File: config.mk
export PLATFORM = sky130hd
export DESIGN_NAME = alu_flag_seq
export DESIGN_NICKNAME = d
export VERILOG_FILES = /design/src/rtl/alu_flag_seq_pkg.sv /design/src/rtl/alu_chunk_add.sv /design/src/rtl/alu_flag_seq.sv
export SDC_FILE = /design/constraint.sdc
export NUM_CORES = 1
export LEC_CHECK = 0
export ABC_AREA = 1
export CORE_ASPECT_RATIO = 1.25
export CORE_MARGIN = 3
export CORE_UTILIZATION = 53
export DETAILED_ROUTE_END_ITERATION = 6
export PLACE_DENSITY = 0.81
export SKIP_CTS_REPAIR_TIMING = 1
export SYNTH_ARGS = -nofsm -noshare
export SYNTH_HDL_FRONTEND = slang
export SYNTH_SLANG_ARGS = --single-unit
File: constraint.sdc
create_clock -name clk -period 4.9 [get_ports clk]
set_input_delay 0.98 -clock clk [delete_from_list [all_inputs] [get_ports clk]]
set_output_delay 0.98 -clock clk [all_outputs]
set_load 0.03 [all_outputs]
File: src/rtl/alu_flag_seq_pkg.sv
// -----------------------------------------------------------------------------
// alu_flag_seq_pkg
// Shared definitions for the chunked add/subtract flag unit and the compare
// stage that consumes its flags.
//   state_t     : sequencer state encoding (IDLE, RUN, DONE)
//   WIDTH_DEF   : default operand/result width
//   CHUNK_DEF   : default bits added per cycle
//   flags_t     : {z, v, n} flag bundle handed to the compare stage
//   flag_rules  : selects the V/N meaning from the sign/sub mode
// -----------------------------------------------------------------------------
package alu_flag_seq_pkg;

  localparam int WIDTH_DEF = 32;
  localparam int CHUNK_DEF = 8;

  typedef enum logic [1:0] {
    ST_IDLE = 2'd0,
    ST_RUN  = 2'd1,
    ST_DONE = 2'd2
  } state_t;

  typedef struct packed {
    logic z;
    logic v;
    logic n;
  } flags_t;

  // Flag rules from the final chunk. In signed mode n is the true sign of the
  // exact result, so after a subtract it is the signed less-than. Unsigned
  // subtract reports the borrow (~cout) as less-than; unsigned add reports the
  // carry-out as overflow.
  function automatic flags_t flag_rules(input logic sign,
                                        input logic sub,
                                        input logic zero,
                                        input logic cout,
                                        input logic cmsb,
                                        input logic msb);
    flags_t f;
    logic   ovf;
    ovf = cout ^ cmsb;
    f.z = zero;
    if (sign) begin
      f.v = ovf;
      f.n = msb ^ ovf;
    end else if (sub) begin
      f.v = 1'b0;
      f.n = ~cout;
    end else begin
      f.v = cout;
      f.n = msb;
    end
    return f;
  endfunction

endpackage

File: src/rtl/alu_chunk_add.sv
// -----------------------------------------------------------------------------
// alu_chunk_add
// Combinational CHUNK-bit adder slice. Besides the sum and carry-out it
// exposes the carry into the top bit, which the parent needs to form the
// signed-overflow flag on the last chunk.
//   a, b  : chunk operands (b already inverted for subtract)
//   cin   : carry in
//   sum   : chunk sum
//   cout  : carry out of the top bit
//   cmsb  : carry into the top bit
// CHUNK must be at least 2.
// -----------------------------------------------------------------------------
module alu_chunk_add
  #(parameter int CHUNK = 8)
  (
    input  logic [CHUNK-1:0] a,
    input  logic [CHUNK-1:0] b,
    input  logic             cin,
    output logic [CHUNK-1:0] sum,
    output logic             cout,
    output logic             cmsb
  );

  logic [CHUNK-1:0] low_s;

  // Add the lower CHUNK-1 bits one bit wider so the carry into the MSB falls
  // out as the top bit of this partial sum.
  assign low_s = {1'b0, a[CHUNK-2:0]} + {1'b0, b[CHUNK-2:0]} + {{(CHUNK-1){1'b0}}, cin};
  assign cmsb  = low_s[CHUNK-1];
  assign sum   = {a[CHUNK-1] ^ b[CHUNK-1] ^ cmsb, low_s[CHUNK-2:0]};
  assign cout  = (a[CHUNK-1] & b[CHUNK-1]) | (cmsb & (a[CHUNK-1] ^ b[CHUNK-1]));

endmodule

File: src/rtl/alu_flag_seq.sv
// -----------------------------------------------------------------------------
// alu_flag_seq
// Multi-cycle add/subtract producing the 32-bit result plus Z/V/N flags for the
// compare stage. Operands are added CHUNK bits per cycle, LSB first, under a
// start/done handshake; one result per NCHUNK+1 cycles back-to-back.
//   clk   : clock, rising edge
//   reset : asynchronous active-high reset
//   start : request, accepted in IDLE or DONE, ignored in RUN
//   a, b  : operands, latched on the accepting edge
//   sub   : 1 = a-b, 0 = a+b
//   sign  : 1 = signed flag rules, 0 = unsigned flag rules
//   busy  : high while chunks are being added
//   done  : one-cycle pulse, result and flags valid from this cycle
//   sum   : result (held until the next completion)
//   z/v/n : zero / overflow / negative-or-less-than flags
// Build option: define ALU_FLAG_OUTREG_EN to add one register stage on sum,
// z, v, n and done (done one cycle later; start acceptance unchanged).
// -----------------------------------------------------------------------------
module alu_flag_seq
  import alu_flag_seq_pkg::*;
  #(
    parameter int WIDTH = WIDTH_DEF,
    parameter int CHUNK = CHUNK_DEF
  )
  (
    input  logic             clk,
    input  logic             reset,
    input  logic             start,
    input  logic [WIDTH-1:0] a,
    input  logic [WIDTH-1:0] b,
    input  logic             sub,
    input  logic             sign,
    output logic             busy,
    output logic             done,
    output logic [WIDTH-1:0] sum,
    output logic             z,
    output logic             v,
    output logic             n
  );

  localparam int NCHUNK = WIDTH / CHUNK;
  localparam int CNTW   = (NCHUNK > 1) ? $clog2(NCHUNK) : 1;
  localparam logic [CNTW-1:0] CNT_LAST = CNTW'(NCHUNK - 1);

  state_t           state_r;
  logic [CNTW-1:0]  cnt_r;
  logic [WIDTH-1:0] a_r;
  logic [WIDTH-1:0] b_r;
  logic [WIDTH-1:0] sum_sh_r;
  logic             carry_r;
  logic             zacc_r;
  logic             sub_r;
  logic             sign_r;
  logic             busy_r;
  logic             done_r;
  logic [WIDTH-1:0] sum_q_r;
  flags_t           flags_r;

  logic [CHUNK-1:0] csum_s;
  logic             cout_s;
  logic             cmsb_s;
  logic             zacc_nxt_s;
  logic [WIDTH-1:0] sum_nxt_s;

  // The operand registers shift right each RUN cycle, so the active chunk is
  // always the low CHUNK bits and one adder serves every chunk.
  alu_chunk_add #(.CHUNK(CHUNK)) u_add (
    .a    (a_r[CHUNK-1:0]),
    .b    (b_r[CHUNK-1:0]),
    .cin  (carry_r),
    .sum  (csum_s),
    .cout (cout_s),
    .cmsb (cmsb_s)
  );

  // Chunk sums enter at the top of the result shift register; after NCHUNK
  // cycles the first chunk has reached bit 0.
  assign sum_nxt_s  = {csum_s, sum_sh_r[WIDTH-1:CHUNK]};
  assign zacc_nxt_s = zacc_r & (csum_s == {CHUNK{1'b0}});

  // Sequencer: operand latching, chunk stepping and result/flag capture.
  always_ff @(posedge clk or posedge reset) begin
    if (reset) begin
      state_r  <= ST_IDLE;
      cnt_r    <= {CNTW{1'b0}};
      a_r      <= {WIDTH{1'b0}};
      b_r      <= {WIDTH{1'b0}};
      sum_sh_r <= {WIDTH{1'b0}};
      carry_r  <= 1'b0;
      zacc_r   <= 1'b0;
      sub_r    <= 1'b0;
      sign_r   <= 1'b0;
      busy_r   <= 1'b0;
      done_r   <= 1'b0;
      sum_q_r  <= {WIDTH{1'b0}};
      flags_r  <= 3'b000;
    end else begin
      case (state_r)
        ST_IDLE, ST_DONE: begin
          done_r <= 1'b0;
          if (start) begin
            // Subtract is a + ~b + 1: invert b here, the +1 is the carry-in.
            a_r      <= a;
            b_r      <= b ^ {WIDTH{sub}};
            sub_r    <= sub;
            sign_r   <= sign;
            carry_r  <= sub;
            zacc_r   <= 1'b1;
            cnt_r    <= {CNTW{1'b0}};
            busy_r   <= 1'b1;
            state_r  <= ST_RUN;
          end else begin
            busy_r   <= 1'b0;
            state_r  <= ST_IDLE;
          end
        end
        ST_RUN: begin
          a_r      <= {{CHUNK{1'b0}}, a_r[WIDTH-1:CHUNK]};
          b_r      <= {{CHUNK{1'b0}}, b_r[WIDTH-1:CHUNK]};
          sum_sh_r <= sum_nxt_s;
          carry_r  <= cout_s;
          zacc_r   <= zacc_nxt_s;
          cnt_r    <= cnt_r + CNTW'(1'b1);
          if (cnt_r == CNT_LAST) begin
            sum_q_r <= sum_nxt_s;
            flags_r <= flag_rules(sign_r, sub_r, zacc_nxt_s, cout_s, cmsb_s,
                                  csum_s[CHUNK-1]);
            busy_r  <= 1'b0;
            done_r  <= 1'b1;
            state_r <= ST_DONE;
          end else begin
            busy_r  <= 1'b1;
            done_r  <= 1'b0;
            state_r <= ST_RUN;
          end
        end
        default: begin
          cnt_r   <= {CNTW{1'b0}};
          busy_r  <= 1'b0;
          done_r  <= 1'b0;
          state_r <= ST_IDLE;
        end
      endcase
    end
  end

  assign busy = busy_r;

`ifdef ALU_FLAG_OUTREG_EN
  logic [WIDTH-1:0] sum_o_r;
  flags_t           flags_o_r;
  logic             done_o_r;

  // Extra output stage: retimes result, flags and done by one cycle.
  always_ff @(posedge clk or posedge reset) begin
    if (reset) begin
      sum_o_r   <= {WIDTH{1'b0}};
      flags_o_r <= 3'b000;
      done_o_r  <= 1'b0;
    end else begin
      sum_o_r   <= sum_q_r;
      flags_o_r <= flags_r;
      done_o_r  <= done_r;
    end
  end

  assign done = done_o_r;
  assign sum  = sum_o_r;
  assign z    = flags_o_r.z;
  assign v    = flags_o_r.v;
  assign n    = flags_o_r.n;
`else
  assign done = done_r;
  assign sum  = sum_q_r;
  assign z    = flags_r.z;
  assign v    = flags_r.v;
  assign n    = flags_r.n;
`endif

endmodule

==> results of run 1 <==
==> per-layer routing <==
layer  vias up  part of all wire  GRT usage
li1       2252                 -          -
met1      2233              0.41      0.269
met2       188              0.50      0.379
met3        37             0.055     0.0599
met4         0             0.029     0.0927
met5         -                 0          0
==> metrics by stage <==
| step | hold slack [ps] | cell area [um2] | setup WS [ps] |
|---|---|---|---|
| 6_report | 468 | 7550 | 1540 |
| 5_1_grt | 495 | 7550 | 1260 |
| 4_1_cts | 469 | 7550 | 1520 |
| 3_5_place_dp | 460 | 6920 | 1100 |
| 3_3_place_gp | 457 | 6920 | 1190 |
| 2_1_floorplan | 442 | 5860 | 422 |
==> worst max-delay path, cell delays in order <==
cell and delay (ps):
clkdlybuf4s50_1 420, inv_1 100, nor2_4 40, buf_4 240, inv_2 470, nand2_2 510, inv_2 670, nand2_1 130
o211ai_1 110
==> layout by cell type, fill, tap and decap left out, drive strengths merged <==
master,synthesis,layout
bufinv,0,5
inv,67,67
nand4,1,1
nor2,10,10
o211ai,26,26
xnor2,22,22
nand3,21,21
ha,7,7
buf,21,3
clkinvlp,0,1
clkdlybuf4s50,0,104
a21oi,15,15
a22o,8,8
clkinv,0,4
clkbuf,13,21
o22ai,8,8
fa,4,4
o21ai,63,63
dfrtp,131,131
o221ai,16,16
nand2,200,200
==> registers in the layout, summed over array words and instances, names as in the netlist <==
name / count
a_r: 32
b_r: 32
carry_r: 1
cnt_r: 2
done: 1
n: 1
sign_r: 1
state_r: 1
sub_r: 1
sum: 32
sum_sh_r: 24
v: 1
z: 1
zacc_r: 1
==> final timing paths <==
check / start / cells after the start / end / slack, ps
max: start / 9 / a_r[4] / 1540
min: sum_sh_r[15] / 2 / sum[7] / 470
max reg2reg: state_r[0] / 7 / b_r[20] / 1690
min reg2reg: sum_sh_r[15] / 2 / sum[7] / 470
max in group asynchronous: reset / 3 / b_r[6] / 3040
min in group asynchronous: reset / 2 / a_r[27] / 1050
==> report_power, final <==
group          total, uW  internal, uW  switching, uW
Sequential          1840          1570            268
Combinational       2250           818           1430
Clock               1350           910            444
==> synthesized netlist by cell type <==
library cell | number | area [um2]
nor2_1 | 8 | 30.0
nor2_4 | 1 | 11.3
buf_2 | 11 | 55.1
buf_4 | 4 | 30.0
nand4_1 | 1 | 6.26
o21ai_0 | 41 | 205
o21ai_1 | 22 | 110
fa_1 | 4 | 80.1
xnor2_1 | 22 | 193
o211ai_2 | 2 | 25.0
ha_1 | 7 | 87.6
o22ai_1 | 8 | 50.1
nand2_2 | 2 | 12.5
nor2_8 | 1 | 20.0
inv_1 | 62 | 233
clkbuf_1 | 13 | 48.8
dfrtp_1 | 131 | 3280
buf_1 | 2 | 7.51
o211ai_1 | 24 | 180
nand3_1 | 21 | 105
a21oi_1 | 15 | 75.1
a22o_1 | 8 | 70.1
o221ai_1 | 16 | 140
nand2_1 | 198 | 743
buf_6 | 4 | 45.0
inv_2 | 5 | 18.8
==> area by class of cell <==
class / count / area share
Sequential cell: 131 / 0.434
Inverter: 67 / 0.0337
Multi-Input combinational cell: 401 / 0.284
Timing Repair Buffer: 107 / 0.142
Clock buffer: 21 / 0.0597
Tap cell: 132 / 0.0219
Clock inverter: 10 / 0.0240
==> logic make-up (layout without fill, tap and decap cells) <==
| logic type | after synthesis | in the layout | synth area share |
|---|---|---|---|
| compound gates | 136 | 136 | 0.146 |
| xor+xnor | 22 | 22 | 0.0329 |
| buf+inv | 101 | 205 | 0.0747 |
| fa+ha+maj | 11 | 11 | 0.0286 |
| simple gates | 232 | 232 | 0.158 |
| flops | 131 | 131 | 0.559 |
==> summary.md, run 1 <==
| Metric | Value |
|---|---|
| Final Setup Violations | 0 |
| Mapped Cells | between 600 and 700 |
| Via Count | ~4700 |
| Syn Std Cell Area | 0.00586 mm2 |
| RSZ-0062 raised after global routing | no |
| Worst hold-check path type | flop to flop |
| Clock sink count | ~130 |
| Crit share post-route | 0.685 |
| Post-synth net total | 713 |
| Core Util, Final | 0.707 |
| Full die area | 0.0124 mm2 |
| Ant. Diodes | 0 |
| Fin Clk Skew | between 7 and 8 ps |
| RePlAce Congestion | ~0.82 |
| Clock-pin slew on the worst setup and hold paths | approximately 50 ps |
| Core area | 0.0107 mm2 |
| Clk_lat worst skew | 420 ps |
| Multi-input logic area | ~0.0021 mm2 |
| Drt wl/cell | 14.8 um |
| Final hold vios | 0 |
| DIE WIDTH | roughly 100 um |
| Yosys reg bits | 131 |
| Port bufs | 105 |
| TritonCTS clock tree | built |
| Arr. time, crit path | 3680 ps |
| Reg area | 0.00328 mm2 |
| First-pass GRT wire length | 21700 um |
| Power Density | 721 mW/mm2 |
| Largest net degree at the start of global routing | 75 |
| Max Clk Rate | 298 MHz |
| Syn-to-layout area delta | 28.8% |
| Initial antenna violation count | 0 |
| Iter 0 DRT Violations | 256 |
| Final worst path period need | 3360 ps |
| Antenna viol nets, final | 0 |
| Die H | 124 um |
| Slew HR | 0.340 |
| GRT Residual Overflow | 0 |
| Share of post-route cells with drive strength above 1 | 0.0583 |
| TritonCTS Buffers | 17 |
| # fillers | just under 800 |
| Row Count | 42 |
| P_leak | 0.00348 uW |
| Initial Util | 0.549 |
| CTS root buffer | clkbuf_16 |
| Syn Area/Cell | 9.26 um2 |
| Startpoint Class | input pin |
| DRC | 0 |
| Placed cell count | 838 |
| Via density | 5.42 |
| NumNets Final | between 800 and 900 |
| CTS max path bufs | 2 |
| Yosys warns | 0 |
| Setup TNS | 0 ps |
| Total power | about 5400 uW |
| Status | complete, no violations |
| Ports | 106 |
| Sequential area share after synthesis | 0.559 |
| Unique masters post-synth | 26 |
| Worst vdd ir | 0.298 mV |
| Max-Cap Viols | 0 |
| CP Class | input pin to flop |
| Drt pass-1 iters | 6 |
| Layout Cells excl Fill | about 870 |
| Vias in the first global route | 4750 |
| DRT Wirelength | 12900 um |
| CTS HTree Levels | 4 |
| Worst Path Max Fanout | 37 |
| Critical path data required time | approximately 5200 ps |
| Hpwl dp | approximately 8600 um |
| Tot GR Track Use | 0.223 |
| Pins Over Slew Limit | 0 |
| Worst slew pin tran | 986 ps |
| Crit. End Element | flop |
No activity file was read; power rests on OpenSTA's default activity.
==> run 2, diff against run 1 <==
--- a/config.mk
+++ b/config.mk
@@ -8,9 +8,9 @@
 export ABC_AREA = 1
 export CORE_ASPECT_RATIO = 1.25
 export CORE_MARGIN = 3
-export CORE_UTILIZATION = 53
+export CORE_UTILIZATION = 47
 export DETAILED_ROUTE_END_ITERATION = 6
-export PLACE_DENSITY = 0.81
+export PLACE_DENSITY = 0.76
 export SKIP_CTS_REPAIR_TIMING = 1
 export SYNTH_ARGS = -nofsm -noshare
 export SYNTH_HDL_FRONTEND = slang
==> constraint.sdc (replaced) <==
create_clock -name clk -period 2.8 [get_ports clk]
set_input_delay 0.56 -clock clk [delete_from_list [all_inputs] [get_ports clk]]
set_output_delay 0.56 -clock clk [all_outputs]
set_load 0.03 [all_outputs]
==> summary.md, run 2 (same netlist as run 1, synthesis figures left out) <==
| Metric | Value |
|---|---|
| P_leak | 0.00353 uW (was 0.00348 uW) |
| First-pass GRT wire length | 21900 um (was 21700 um) |
| Worst slew pin tran | 658 ps (was 986 ps) |
| CTS HTree Levels | 4 (unchanged) |
| Clock sink count | 131 (unchanged) |
| Core area | 0.0122 mm2 (was 0.0107 mm2) |
| Final hold vios | 0 (unchanged) |
| R2r worst-path depth | 13 (was 7) |
| CP Class | flop to flop (was input pin to flop) |
| Hpwl dp | 9020 um (was 8600 um) |
| TritonCTS Buffers | 17 (unchanged) |
| Pins Over Slew Limit | 0 (unchanged) |
| Initial Util | 0.482 (was 0.549) |
| Most frequent cells in the layout | nand2_1 (198), dfrtp_1 (131), clkdlybuf4s50_1 (104), inv_1 (61), o21ai_0 (41) (unchanged) |
| Startpoint Class | flop (was input pin) |
| Setup TNS | 0 ps (unchanged) |
| RePlAce Congestion | 0.823 (was 0.816) |
| Ant. Diodes | 0 (unchanged) |
| Slew HR | 0.561 (was 0.340) |
| GRT Residual Overflow | 0 (unchanged) |
| Die H | 131 um (was 124 um) |
| Ports | 106 (unchanged) |
| DIE WIDTH | 106 um (was 100 um) |
| Max Clk Rate | 383 MHz |
| Vias in the first global route | 4609 (was 4750) |
| Status | complete, no violations (unchanged) |
| Fin Clk Skew | 6.32 ps (was 7.73 ps) |
| DRT Wirelength | 13400 um (was 12900 um) |
| DRC | 0 (unchanged) |
| Drt pass-1 iters | 5 (was 6) |
| Cell mode on critical path | nand2_1 (was inv_2) |
| Final worst path period need | 2610 ps |
| Placed cell area | 0.00703 mm2 (was 0.00692 mm2) |
| Drt wl/cell | 14.7 um (was 14.8 um) |
| Worst r2r dst | zacc_r (was b_r[20]) |
| Setup WS pre-CTS | 186 ps (was 1100 ps) |
| Worst vdd ir | 0.543 mV (was 0.298 mV) |
| Iter 0 DRT Violations | 269 (was 256) |
| Design area | 0.00774 mm2 (was 0.00755 mm2) |
| Commonest non-fill, non-tap cell in the layout | nand2_1 (unchanged) |
| Hold Startpoint | sum_sh_r[27] (was sum_sh_r[15]) |
| Syn-to-layout area delta | 32.0% (was 28.8%) |
| Crit. End Element | flop (unchanged) |
| Worst flop-to-flop path startpoint | carry_r (was state_r[0]) |
| Clk_lat worst skew | 410 ps (was 420 ps) |
| Via Count | 4705 (was 4710) |
| Critical path data required time | 3130 ps (was 5220 ps) |
| CTS root buffer | clkbuf_16 (unchanged) |
| NumNets Final | 816 (was 805) |
| Clock-pin slew on the worst setup and hold paths | 60 ps (was 50 ps) |
| Worst Path Max Fanout | 4 (was 37) |
| Slowest stage cell on the critical path | fa_1 (was inv_2) |
| CTS max path bufs | 2 (unchanged) |
| Power Density | 1260 mW/mm2 (was 721 mW/mm2) |
| Layout Cells excl Fill | 913 (was 869) |
| Antenna viol nets, final | 0 (unchanged) |
| Arr. time, crit path | 2950 ps (was 3680 ps) |
| Final worst slack | 188 ps (was 1540 ps) |
| CP Cell Sequence | fa_2, nand2_1, nand2_1, nand3_1, o211ai_1, fa_1, nor2_1, nand2_1, nor2_1, nand3_1, nor2_2, nand3_2, a21oi_2 (was clkdlybuf4s50_1, inv_1, nor2_4, buf_4, inv_2, nand2_2, inv_2, nand2_1, o211ai_1) |
| Final Setup Violations | 0 (unchanged) |
| Worst hold-check path type | flop to flop (unchanged) |
| Placed cell count | 878 (was 838) |
| Via density | 5.15 (was 5.42) |
| Tot GR Track Use | 0.200 (was 0.223) |
| Largest net degree at the start of global routing | 62 (was 75) |
| Max-Cap Viols | 0 (unchanged) |
| Worst Hold Endpoint | sum_sh_r[19] (was sum[7]) |
| Crit share post-route | 0.933 |
| Port bufs | 105 (unchanged) |
| Core Util, Final | 0.636 (was 0.707) |
| TritonCTS clock tree | built (unchanged) |
| Share of post-route cells with drive strength above 1 | 0.0854 (was 0.0583) |
| Initial antenna violation count | 0 (unchanged) |
| Hold Crit Depth | 2 (unchanged) |
| Crit path largest cell delay | 580 ps (was 670 ps) |
| Row Count | 45 (was 42) |
| Reg2reg setup slack | 190 ps (was 1690 ps) |
| Full die area | 0.0139 mm2 (was 0.0124 mm2) |
==> run 2: cell count changes in the layout (fill, tap and decap cells not counted), moves of 2 or more <==
cell        before  now
buf_4            1   11
ha_1             7    4
clkbuf_1         3    1
clkbuf_8         1    3
clkinv_2         3    1
clkinv_4         1    3
clkinvlp_4       1    3
ha_4             0    2
==> run 2: worst max-delay path by stage <==
stage / startpoint / to / slack, ps / depth (start not counted)
6_report: carry_r / zacc_r / 190 / 13
4_1_cts: a_r[0] / zacc_r / 170 / 13
3_3_place_gp: a_r[0] / zacc_r / 270 / 13
5_1_grt: carry_r / z / -3 / 13
3_5_place_dp: a_r[0] / zacc_r / 190 / 13
2_1_floorplan: a_r[0] / zacc_r / 450 / 13
==> run 2: routing by layer <==
| layer | vias to the layer above | part of all wire | track usage |
|---|---|---|---|
| met5 | - | 0 | 0 |
| met4 | 0 | 0.024 | 0.0930 |
| met3 | 21 | 0.049 | 0.0418 |
| met2 | 149 | 0.50 | 0.339 |
| met1 | 2254 | 0.43 | 0.247 |
| li1 | 2281 | - | - |
==> run 2: area by class of cell <==
class,count,area [um2]
sequential,131,3280
multi-input combinational,401,2190
clock buffer,21,470
timing repair buffer,118,1170
clock inverter,11,175
tap,164,205
inverter,67,255
fill,1015,4420
==> run 2: per-stage QoR <==
| stage | hold slack, ps | total power, uW |
|---|---|---|
| 2_1_floorplan | 442 | 5940 |
| 6_report | 473 | 9720 |
| 3_3_place_gp | 457 | 7100 |
| 5_1_grt | 496 | 10400 |
| 4_1_cts | 478 | 9680 |
| 3_5_place_dp | 465 | 7240 |
==> run 2: worst max-delay path: cells and delay by family (launching register included) <==
family	cells	cell delay (ps)
adders and majority gates	2	1000
DFF	1	400
AOI/OAI and AO/OA	2	330
and+or+nand+nor	9	820
==> run 2: report_power, final <==
group          switching, uW  internal (uW)
clock network            819           1570
logic                   2580           1550
registers                458           2740
total                   3850           5860
